`config.mk`:
```
export PLATFORM = sky130hd
export DESIGN_NAME = calendar_counter
export DESIGN_NICKNAME = d
export VERILOG_FILES = /design/src/rtl/calendar_pkg.sv /design/src/rtl/calendar_counter_tick_prescaler.sv /design/src/rtl/calendar_counter.sv
export SDC_FILE = /design/constraint.sdc
export NUM_CORES = 1
export LEC_CHECK = 0
export ABC_AREA = 1
export CAP_MARGIN = 20
export CELL_PAD_IN_SITES_DETAIL_PLACEMENT = 1
export CELL_PAD_IN_SITES_GLOBAL_PLACEMENT = 1
export CORE_MARGIN = 2
export CORE_UTILIZATION = 44
export CTS_BUF_LIST = sky130_fd_sc_hd__clkbuf_16
export CTS_CLUSTER_SIZE = 12
export DETAILED_ROUTE_END_ITERATION = 8
export GPL_TIMING_DRIVEN = 0
export PLACE_DENSITY = 0.95
export SLEW_MARGIN = 20
export SYNTH_ARGS = -nofsm -noshare
export SYNTH_HDL_FRONTEND = slang
export SYNTH_SLANG_ARGS = --single-unit
```
`constraint.sdc`:
```
create_clock -name clk -period 24.9 [get_ports clk]
set_input_delay 6.225 -clock clk [delete_from_list [all_inputs] [get_ports clk]]
set_output_delay 6.225 -clock clk [all_outputs]
set_load 0.01 [all_outputs]
```
`src/rtl/calendar_pkg.sv`:
```
// Shared constants, FSM state type and calendar/BCD helper functions for
// the calendar counter.
package calendar_pkg;

  localparam logic [5:0] SEC_MAX   = 6'd59;
  localparam logic [5:0] MIN_MAX   = 6'd59;
  localparam logic [4:0] HOUR_MAX  = 5'd23;
  localparam logic [3:0] MONTH_MAX = 4'd12;

  typedef enum logic {IDLE = 1'b0, CHECK = 1'b1} set_state_t;

  // leap_rule: 0 = every fourth year, 1 = Gregorian century exceptions
  function automatic logic is_leap(input logic [13:0] year, input logic leap_rule);
    logic div4;
    logic div100;
    logic div400;
    div4   = (year[1:0] == 2'b00);
    div100 = ((year % 14'd100) == 14'd0);
    div400 = ((year % 14'd400) == 14'd0);
    if (leap_rule) begin
      return div4 && (!div100 || div400);
    end else begin
      return div4;
    end
  endfunction

  function automatic logic [4:0] days_in_month(input logic [3:0] month,
                                               input logic [13:0] year,
                                               input logic leap_rule);
    logic [4:0] d;
    case (month)
      4'd1, 4'd3, 4'd5, 4'd7, 4'd8, 4'd10, 4'd12: d = 5'd31;
      4'd4, 4'd6, 4'd9, 4'd11:                    d = 5'd30;
      4'd2:    d = is_leap(year, leap_rule) ? 5'd29 : 5'd28;
      default: d = 5'd0;
    endcase
    return d;
  endfunction

  function automatic logic [7:0] bin2bcd2(input logic [6:0] v);
    return {4'(v / 7'd10), 4'(v % 7'd10)};
  endfunction

  function automatic logic [15:0] bin2bcd4(input logic [13:0] v);
    return {4'(v / 14'd1000), 4'((v / 14'd100) % 14'd10),
            4'((v / 14'd10) % 14'd10), 4'(v % 14'd10)};
  endfunction

endpackage

```
`src/rtl/calendar_counter_tick_prescaler.sv`:
```
// Divides enabled clk cycles down to a one-per-second advance strobe.
module tick_prescaler #(
  parameter int TICK_DIV = 50_000_000
) (
  input  logic clk,
  input  logic rst,
  input  logic en,
  input  logic clr,
  output logic tick
);

  localparam int CW = (TICK_DIV > 1) ? $clog2(TICK_DIV) : 1;
  localparam logic [CW-1:0] TERM = CW'(TICK_DIV - 1);

  logic [CW-1:0] cnt_r;

  // Strobe is qualified by en so a frozen prescaler never advances time
  assign tick = en && (cnt_r == TERM);

  // Counter: clears on reset or a committed set, holds while disabled
  always_ff @(posedge clk) begin
    if (rst || clr) begin
      cnt_r <= {CW{1'b0}};
    end else if (tick) begin
      cnt_r <= {CW{1'b0}};
    end else if (en) begin
      cnt_r <= cnt_r + CW'(1);
    end else begin
      cnt_r <= cnt_r;
    end
  end

endmodule

```
`src/rtl/calendar_counter.sv`:
```
// Second-resolution calendar counter with validated set handshake,
// binary and BCD outputs and a 12h/24h hour display.
module calendar_counter import calendar_pkg::*; #(
  parameter int TICK_DIV   = 50_000_000,
  parameter int RESET_YEAR = 2024,
  parameter int YEAR_MAX   = 9999,
  parameter int LEAP_RULE  = 1
) (
  input  logic        clk,
  input  logic        rst,
  input  logic        en,
  input  logic        mode_12h,
  input  logic        set_valid,
  output logic        set_ready,
  input  logic [5:0]  set_sec,
  input  logic [5:0]  set_min,
  input  logic [4:0]  set_hour,
  input  logic [4:0]  set_day,
  input  logic [3:0]  set_month,
  input  logic [13:0] set_year,
  output logic        set_err,
  output logic [5:0]  sec,
  output logic [5:0]  min,
  output logic [4:0]  hour,
  output logic [4:0]  day,
  output logic [3:0]  month,
  output logic [13:0] year,
  output logic [7:0]  sec_bcd,
  output logic [7:0]  min_bcd,
  output logic [7:0]  hour_bcd,
  output logic [7:0]  day_bcd,
  output logic [7:0]  month_bcd,
  output logic [15:0] year_bcd,
  output logic        pm,
  output logic        sec_tick,
  output logic        day_tick
);

  localparam logic        LEAP_G    = (LEAP_RULE != 0);
  localparam logic [13:0] YEAR_LAST = 14'(YEAR_MAX);
  localparam logic [13:0] YEAR_INIT = 14'(RESET_YEAR);

  set_state_t  state_r;
  logic [5:0]  cap_sec_r, cap_min_r, sec_r, min_r, nxt_sec_s, nxt_min_s;
  logic [4:0]  cap_hour_r, cap_day_r, hour_r, day_r, nxt_hour_s, nxt_day_s, h12_s;
  logic [3:0]  cap_month_r, month_r, nxt_month_s;
  logic [13:0] cap_year_r, year_r, nxt_year_s;
  logic [7:0]  sec_bcd_r, min_bcd_r, hour_bcd_r, day_bcd_r, month_bcd_r;
  logic [15:0] year_bcd_r;
  logic        pm_r, set_ready_r, set_err_r, sec_tick_r, day_tick_r;
  logic        tick_s, legal_s, commit_s, roll_day_s, pm_s;

  tick_prescaler #(.TICK_DIV(TICK_DIV)) u_prescaler (
    .clk  (clk),
    .rst  (rst),
    .en   (en),
    .clr  (commit_s),
    .tick (tick_s)
  );

  assign legal_s = (cap_sec_r <= SEC_MAX) && (cap_min_r <= MIN_MAX) &&
                   (cap_hour_r <= HOUR_MAX) &&
                   (cap_month_r != 4'd0) && (cap_month_r <= MONTH_MAX) &&
                   (cap_day_r != 5'd0) &&
                   (cap_day_r <= days_in_month(cap_month_r, cap_year_r, LEAP_G)) &&
                   (cap_year_r <= YEAR_LAST);
  assign commit_s = (state_r == CHECK) && legal_s;

  // Next time: a committed set wins over a coincident advance
  always_comb begin
    nxt_sec_s   = sec_r;
    nxt_min_s   = min_r;
    nxt_hour_s  = hour_r;
    nxt_day_s   = day_r;
    nxt_month_s = month_r;
    nxt_year_s  = year_r;
    roll_day_s  = 1'b0;
    if (commit_s) begin
      nxt_sec_s   = cap_sec_r;
      nxt_min_s   = cap_min_r;
      nxt_hour_s  = cap_hour_r;
      nxt_day_s   = cap_day_r;
      nxt_month_s = cap_month_r;
      nxt_year_s  = cap_year_r;
    end else if (tick_s) begin
      if (sec_r == SEC_MAX) begin
        nxt_sec_s = 6'd0;
        if (min_r == MIN_MAX) begin
          nxt_min_s = 6'd0;
          if (hour_r == HOUR_MAX) begin
            nxt_hour_s = 5'd0;
            roll_day_s = 1'b1;
            if (day_r == days_in_month(month_r, year_r, LEAP_G)) begin
              nxt_day_s = 5'd1;
              if (month_r == MONTH_MAX) begin
                nxt_month_s = 4'd1;
                nxt_year_s  = (year_r == YEAR_LAST) ? 14'd0 : year_r + 14'd1;
              end else begin
                nxt_month_s = month_r + 4'd1;
              end
            end else begin
              nxt_day_s = day_r + 5'd1;
            end
          end else begin
            nxt_hour_s = hour_r + 5'd1;
          end
        end else begin
          nxt_min_s = min_r + 6'd1;
        end
      end else begin
        nxt_sec_s = sec_r + 6'd1;
      end
    end else begin
      roll_day_s = 1'b0;
    end
  end

  // 12h view of the next hour; midnight and noon both show 12
  always_comb begin
    h12_s = nxt_hour_s;
    pm_s  = 1'b0;
    if (mode_12h) begin
      if (nxt_hour_s == 5'd0) begin
        h12_s = 5'd12;
      end else if (nxt_hour_s > 5'd12) begin
        h12_s = nxt_hour_s - 5'd12;
      end else begin
        h12_s = nxt_hour_s;
      end
      pm_s = (nxt_hour_s >= 5'd12);
    end else begin
      h12_s = nxt_hour_s;
      pm_s  = 1'b0;
    end
  end

  // Time fields, BCD mirrors and tick pulses
  always_ff @(posedge clk) begin
    if (rst) begin
      sec_r       <= 6'd0;
      min_r       <= 6'd0;
      hour_r      <= 5'd0;
      day_r       <= 5'd1;
      month_r     <= 4'd1;
      year_r      <= YEAR_INIT;
      sec_bcd_r   <= 8'h00;
      min_bcd_r   <= 8'h00;
      hour_bcd_r  <= mode_12h ? 8'h12 : 8'h00;
      day_bcd_r   <= 8'h01;
      month_bcd_r <= 8'h01;
      year_bcd_r  <= bin2bcd4(YEAR_INIT);
      pm_r        <= 1'b0;
      sec_tick_r  <= 1'b0;
      day_tick_r  <= 1'b0;
    end else begin
      sec_r       <= nxt_sec_s;
      min_r       <= nxt_min_s;
      hour_r      <= nxt_hour_s;
      day_r       <= nxt_day_s;
      month_r     <= nxt_month_s;
      year_r      <= nxt_year_s;
      sec_bcd_r   <= bin2bcd2({1'b0, nxt_sec_s});
      min_bcd_r   <= bin2bcd2({1'b0, nxt_min_s});
      hour_bcd_r  <= bin2bcd2({2'b00, h12_s});
      day_bcd_r   <= bin2bcd2({2'b00, nxt_day_s});
      month_bcd_r <= bin2bcd2({3'b000, nxt_month_s});
      year_bcd_r  <= bin2bcd4(nxt_year_s);
      pm_r        <= pm_s;
      sec_tick_r  <= tick_s && !commit_s;
      day_tick_r  <= roll_day_s;
    end
  end

  // Set handshake: capture in IDLE, validate and commit/reject in CHECK
  always_ff @(posedge clk) begin
    if (rst) begin
      state_r     <= IDLE;
      set_ready_r <= 1'b1;
      set_err_r   <= 1'b0;
      cap_sec_r   <= 6'd0;
      cap_min_r   <= 6'd0;
      cap_hour_r  <= 5'd0;
      cap_day_r   <= 5'd0;
      cap_month_r <= 4'd0;
      cap_year_r  <= 14'd0;
    end else begin
      case (state_r)
        IDLE: begin
          set_err_r <= 1'b0;
          if (set_valid && set_ready_r) begin
            cap_sec_r   <= set_sec;
            cap_min_r   <= set_min;
            cap_hour_r  <= set_hour;
            cap_day_r   <= set_day;
            cap_month_r <= set_month;
            cap_year_r  <= set_year;
            state_r     <= CHECK;
            set_ready_r <= 1'b0;
          end else begin
            state_r     <= IDLE;
            set_ready_r <= 1'b1;
          end
        end
        CHECK: begin
          state_r     <= IDLE;
          set_ready_r <= 1'b1;
          set_err_r   <= !legal_s;
        end
        default: begin
          state_r     <= IDLE;
          set_ready_r <= 1'b1;
          set_err_r   <= 1'b0;
        end
      endcase
    end
  end

  assign sec       = sec_r;
  assign min       = min_r;
  assign hour      = hour_r;
  assign day       = day_r;
  assign month     = month_r;
  assign year      = year_r;
  assign sec_bcd   = sec_bcd_r;
  assign min_bcd   = min_bcd_r;
  assign hour_bcd  = hour_bcd_r;
  assign day_bcd   = day_bcd_r;
  assign month_bcd = month_bcd_r;
  assign year_bcd  = year_bcd_r;
  assign pm        = pm_r;
  assign set_ready = set_ready_r;
  assign set_err   = set_err_r;
  assign sec_tick  = sec_tick_r;
  assign day_tick  = day_tick_r;

endmodule

```
==> results.py <==
metrics = {
    "hold_path": {
        "hp-class": "flop to flop",
        "min-delay-start": "cap_sec_r[0]$_SDFFE_PP0P_",
    },
    "layout": {
        "fill_cells": 3890,
        "fin_util_pct": 53.1,
        "fin_nets": 2269,
        "num_antenna_cells": 0,
        "drive_above_1_share_pct": 13.6,
        "fin_area_mm2": 0.0153,
        "syn_to_final_growth_pct": 18.8,
        "final_cells": 2580,
    },
    "worst_setup_path": {
        "critical_path_class": "input port to flop",
        "critPathArrivalTime_ps": 15890,
        "cpPeakStageDelay_ps": 440,
        "cp-start-kind": "input port",
        "critPathCaptureType": "flop",
        "r2r-start": "cap_year_r[10]$_SDFFE_PP0P_",
        "critical-path-slowest-cell": "nor2_1",
        "critPathLaunch": "en",
        "required_ps": 25280,
        "cp_max_fo": 10,
        "cpMostUsedCell": "nand2_1",
    },
    "yosys": {
        "synth_area_leaders": "dfxtp_1 24%, nand2_1 13%, inv_1 8.2%",
        "synthFlopType": "dfxtp_1",
        "yosys.cell_types.count": 69,
        "ys_ff_latch": 154,
        "netlist_area_mm2": 0.0129,
        "synth_warnings": 0,
        "yosys.area.top_type": "dfxtp_1",
        "synth-edff-count": 0,
        "ys_seq_area_share_pct": 24.0,
        "synthArstFlopShare_pct": 0,
        "synth_area_per_cell_um2": 6.36,
        "synth_top_cell_area_share_pct": 24.0,
        "syn-instance-count": 2022,
    },
    "die": {
        "fp-row-count": 62,
        "io_pins": 146,
        "fp.dieArea_mm2": 0.0306,
        "die_w_um": 175,
        "core_area_mm2": 0.0288,
        "start_util_pct": 44.7,
        "die_height_um": 175,
    },
    "power": {
        "max-vdd-ir-drop_mv": 0.0831,
        "p_per_area_mw_per_mm2": 100,
        "p_leak_nw": 6.95,
    },
    "cts": {
        "clkLatencyLatePin_ps": 450,
        "cts_tree": "yes",
        "numClockSinks": 154,
        "cts-root-buf": "clkbuf_16",
        "holdBufCountCts": 0,
        "cts_resized": 0,
        "cts.htree.levels": 4,
        "numCtsBuffers": 17,
        "postCtsSetupBuffers": 0,
        "clk_path_buf_depth": 2,
        "clk_transition_reported_paths_ps": 70,
    },
    "global_route": {
        "grtUsageTotal_pct": 31.7,
        "grt_first_pass_wirelength_um": 78500,
        "grt-ovfl-total": 0,
        "antenna_found_initial": 1,
        "grt_pass1_vias": 15265,
        "grt_max_degree": 17,
    },
    "timing": {
        "setup_viol": 0,
        "worst_pin_slew_ps": 965,
        "min_period_ps": 15510,
        "slew_headroom_pct": 35.6,
        "rsz0062_at_grt": "false",
        "post-route-period-util_pct": 62.3,
        "max_freq_mhz": 64.5,
        "hold_viol_final": 0,
        "clock_skew_ps": 12.3,
        "setup_tns_ps": 0,
        "maxSlewViolCount": 0,
    },
    "run": {
        "cap_violations": 0,
    },
    "place": {
        "place.detailed.hpwl_um": 35900,
        "place.gp.congestion": 0.911,
        "dp_cells": 2549,
        "io_buffer_count": 135,
        "place_area_mm2": 0.0147,
    },
    "drt": {
        "vias_per_cell": 5.70,
        "finalWirelength_um": 48900,
        "dr.pass1.iters": 7,
        "num_vias": 14702,
        "drc": 0,
        "first_iter_violations": 1229,
        "antenna_left": 0,
        "routedWlPerCell_um": 18.9,
    },
    "run_status": {
        "outcome": "finished, final reports clean",
    },
}
## flip-flops by register name, summed over array words and instances, names as in the netlist, 5 cells and up
register	count
hour	5
cap_day_r	5
day	5
min	6
cap_year_r	14
u_prescaler.cnt_r	26
cap_sec_r	6
sec_bcd	6
sec	6
min_bcd	6
cap_min_r	6
year	14
hour_bcd	6
cap_hour_r	5
year_bcd	15
day_bcd	5
## stage by stage
| step | total power, W | hold slack (ps) | setup slack [ps] |
|---|---|---|---|
| after detailed placement | 0.00124 | 471 | 9730 |
| final | 0.00153 | 493 | 9390 |
| after global routing | 0.00165 | 500 | 8040 |
| after global placement | 0.00117 | 461 | 10260 |
| after CTS | 0.00152 | 492 | 9800 |
| after floorplan | 0.00102 | 432 | 11880 |
## cells in the final DEF, fill, tap and decap left out, drive strengths merged, types with 3 or more instances in the layout
cell type,instances
o21bai,3
a221oi,4
buf,24
clkdlybuf4s50,135
clkbuf,39
clkinv,10
conb,9
nand2,560
nand3,177
a21oi,64
o21ai,146
nor3,30
o31ai,7
o22ai,8
o211ai,11
a21boi,3
nor3b,4
a31oi,9
xor2,58
xnor2,7
inv,325
nand4,59
nor2,251
a22oi,3
dfxtp,154
o2111ai,3
nor4,13
o221ai,4
or2,11
ha,40
## where the power goes
group / total, W / internal, W / leakage (nW) / switching [W]
combinational: 0.000986 / 0.000330 / 5.42 / 0.000656
sequential: 0.000278 / 0.000267 / 1.25 / 0.0000111
clock: 0.000266 / 0.000140 / 0.276 / 0.000126
## synth_stat cells, drive strengths merged (9+ instances only)
cell type	count
nor2	251
xor2	58
nor4	13
nand3	177
o211ai	11
nand2	560
inv	318
nor3	30
a21oi	64
o21ai	146
nand4	59
clkbuf	22
dfxtp	154
or2	11
a31oi	9
ha	40
buf	24
## cell families after synthesis
logic type / Yosys count / synth area share (%)
AOI/OAI and AO/OA: 281 / 13.1
xor gates and xnor gates: 65 / 4.57
adders and majority gates: 40 / 3.89
buffers and inverters: 371 / 11.7
DFF: 154 / 24.0
muxes: 2 / 0.156
other: 1 / 0.0291
and+or+nand+nor: 1108 / 42.6
## per-layer routing
layer | wire, um | track usage (%) | vias up
li1 | - | - | 6830
met1 | 20300 | 38.0 | 7160
met2 | 24000 | 56.6 | 555
met3 | 2380 | 3.68 | 157
met4 | 2200 | 14.6 | 0
met5 | 0 | 0 | -
## worst paths after layout
kind	to	slack [ps]	cells after the start
setup / recovery	year_bcd[7]$_SDFF_PP0_	9390	70
setup reg to reg	year_bcd[7]$_SDFF_PP0_	9720	110
hold reg to reg	cap_sec_r[0]$_SDFFE_PP0P_	490	2
hold / removal	cap_sec_r[0]$_SDFFE_PP0P_	490	2
## area by class of cell
| type | instances | area, um2 | area share (%) |
|---|---|---|---|
| Clock inverter | 14 | 138 | 0.900 |
| Clock buffer | 17 | 425 | 2.78 |
| Tap cell | 384 | 480 | 3.14 |
| Buffer | 47 | 285 | 1.87 |
| Inverter | 324 | 1220 | 7.97 |
| Multi-Input combinational cell | 1505 | 8310 | 54.3 |
| Sequential cell | 154 | 3080 | 20.2 |
| Timing Repair Buffer | 135 | 1350 | 8.84 |
## worst max-delay path, delay by kind of cell
family / cells / cell delay (ps)
simple gates: 52 / 6880
buf+inv: 11 / 1820
fa+ha+maj: 2 / 360
compound gates: 5 / 590
No activity file was read; power rests on OpenSTA's default activity.
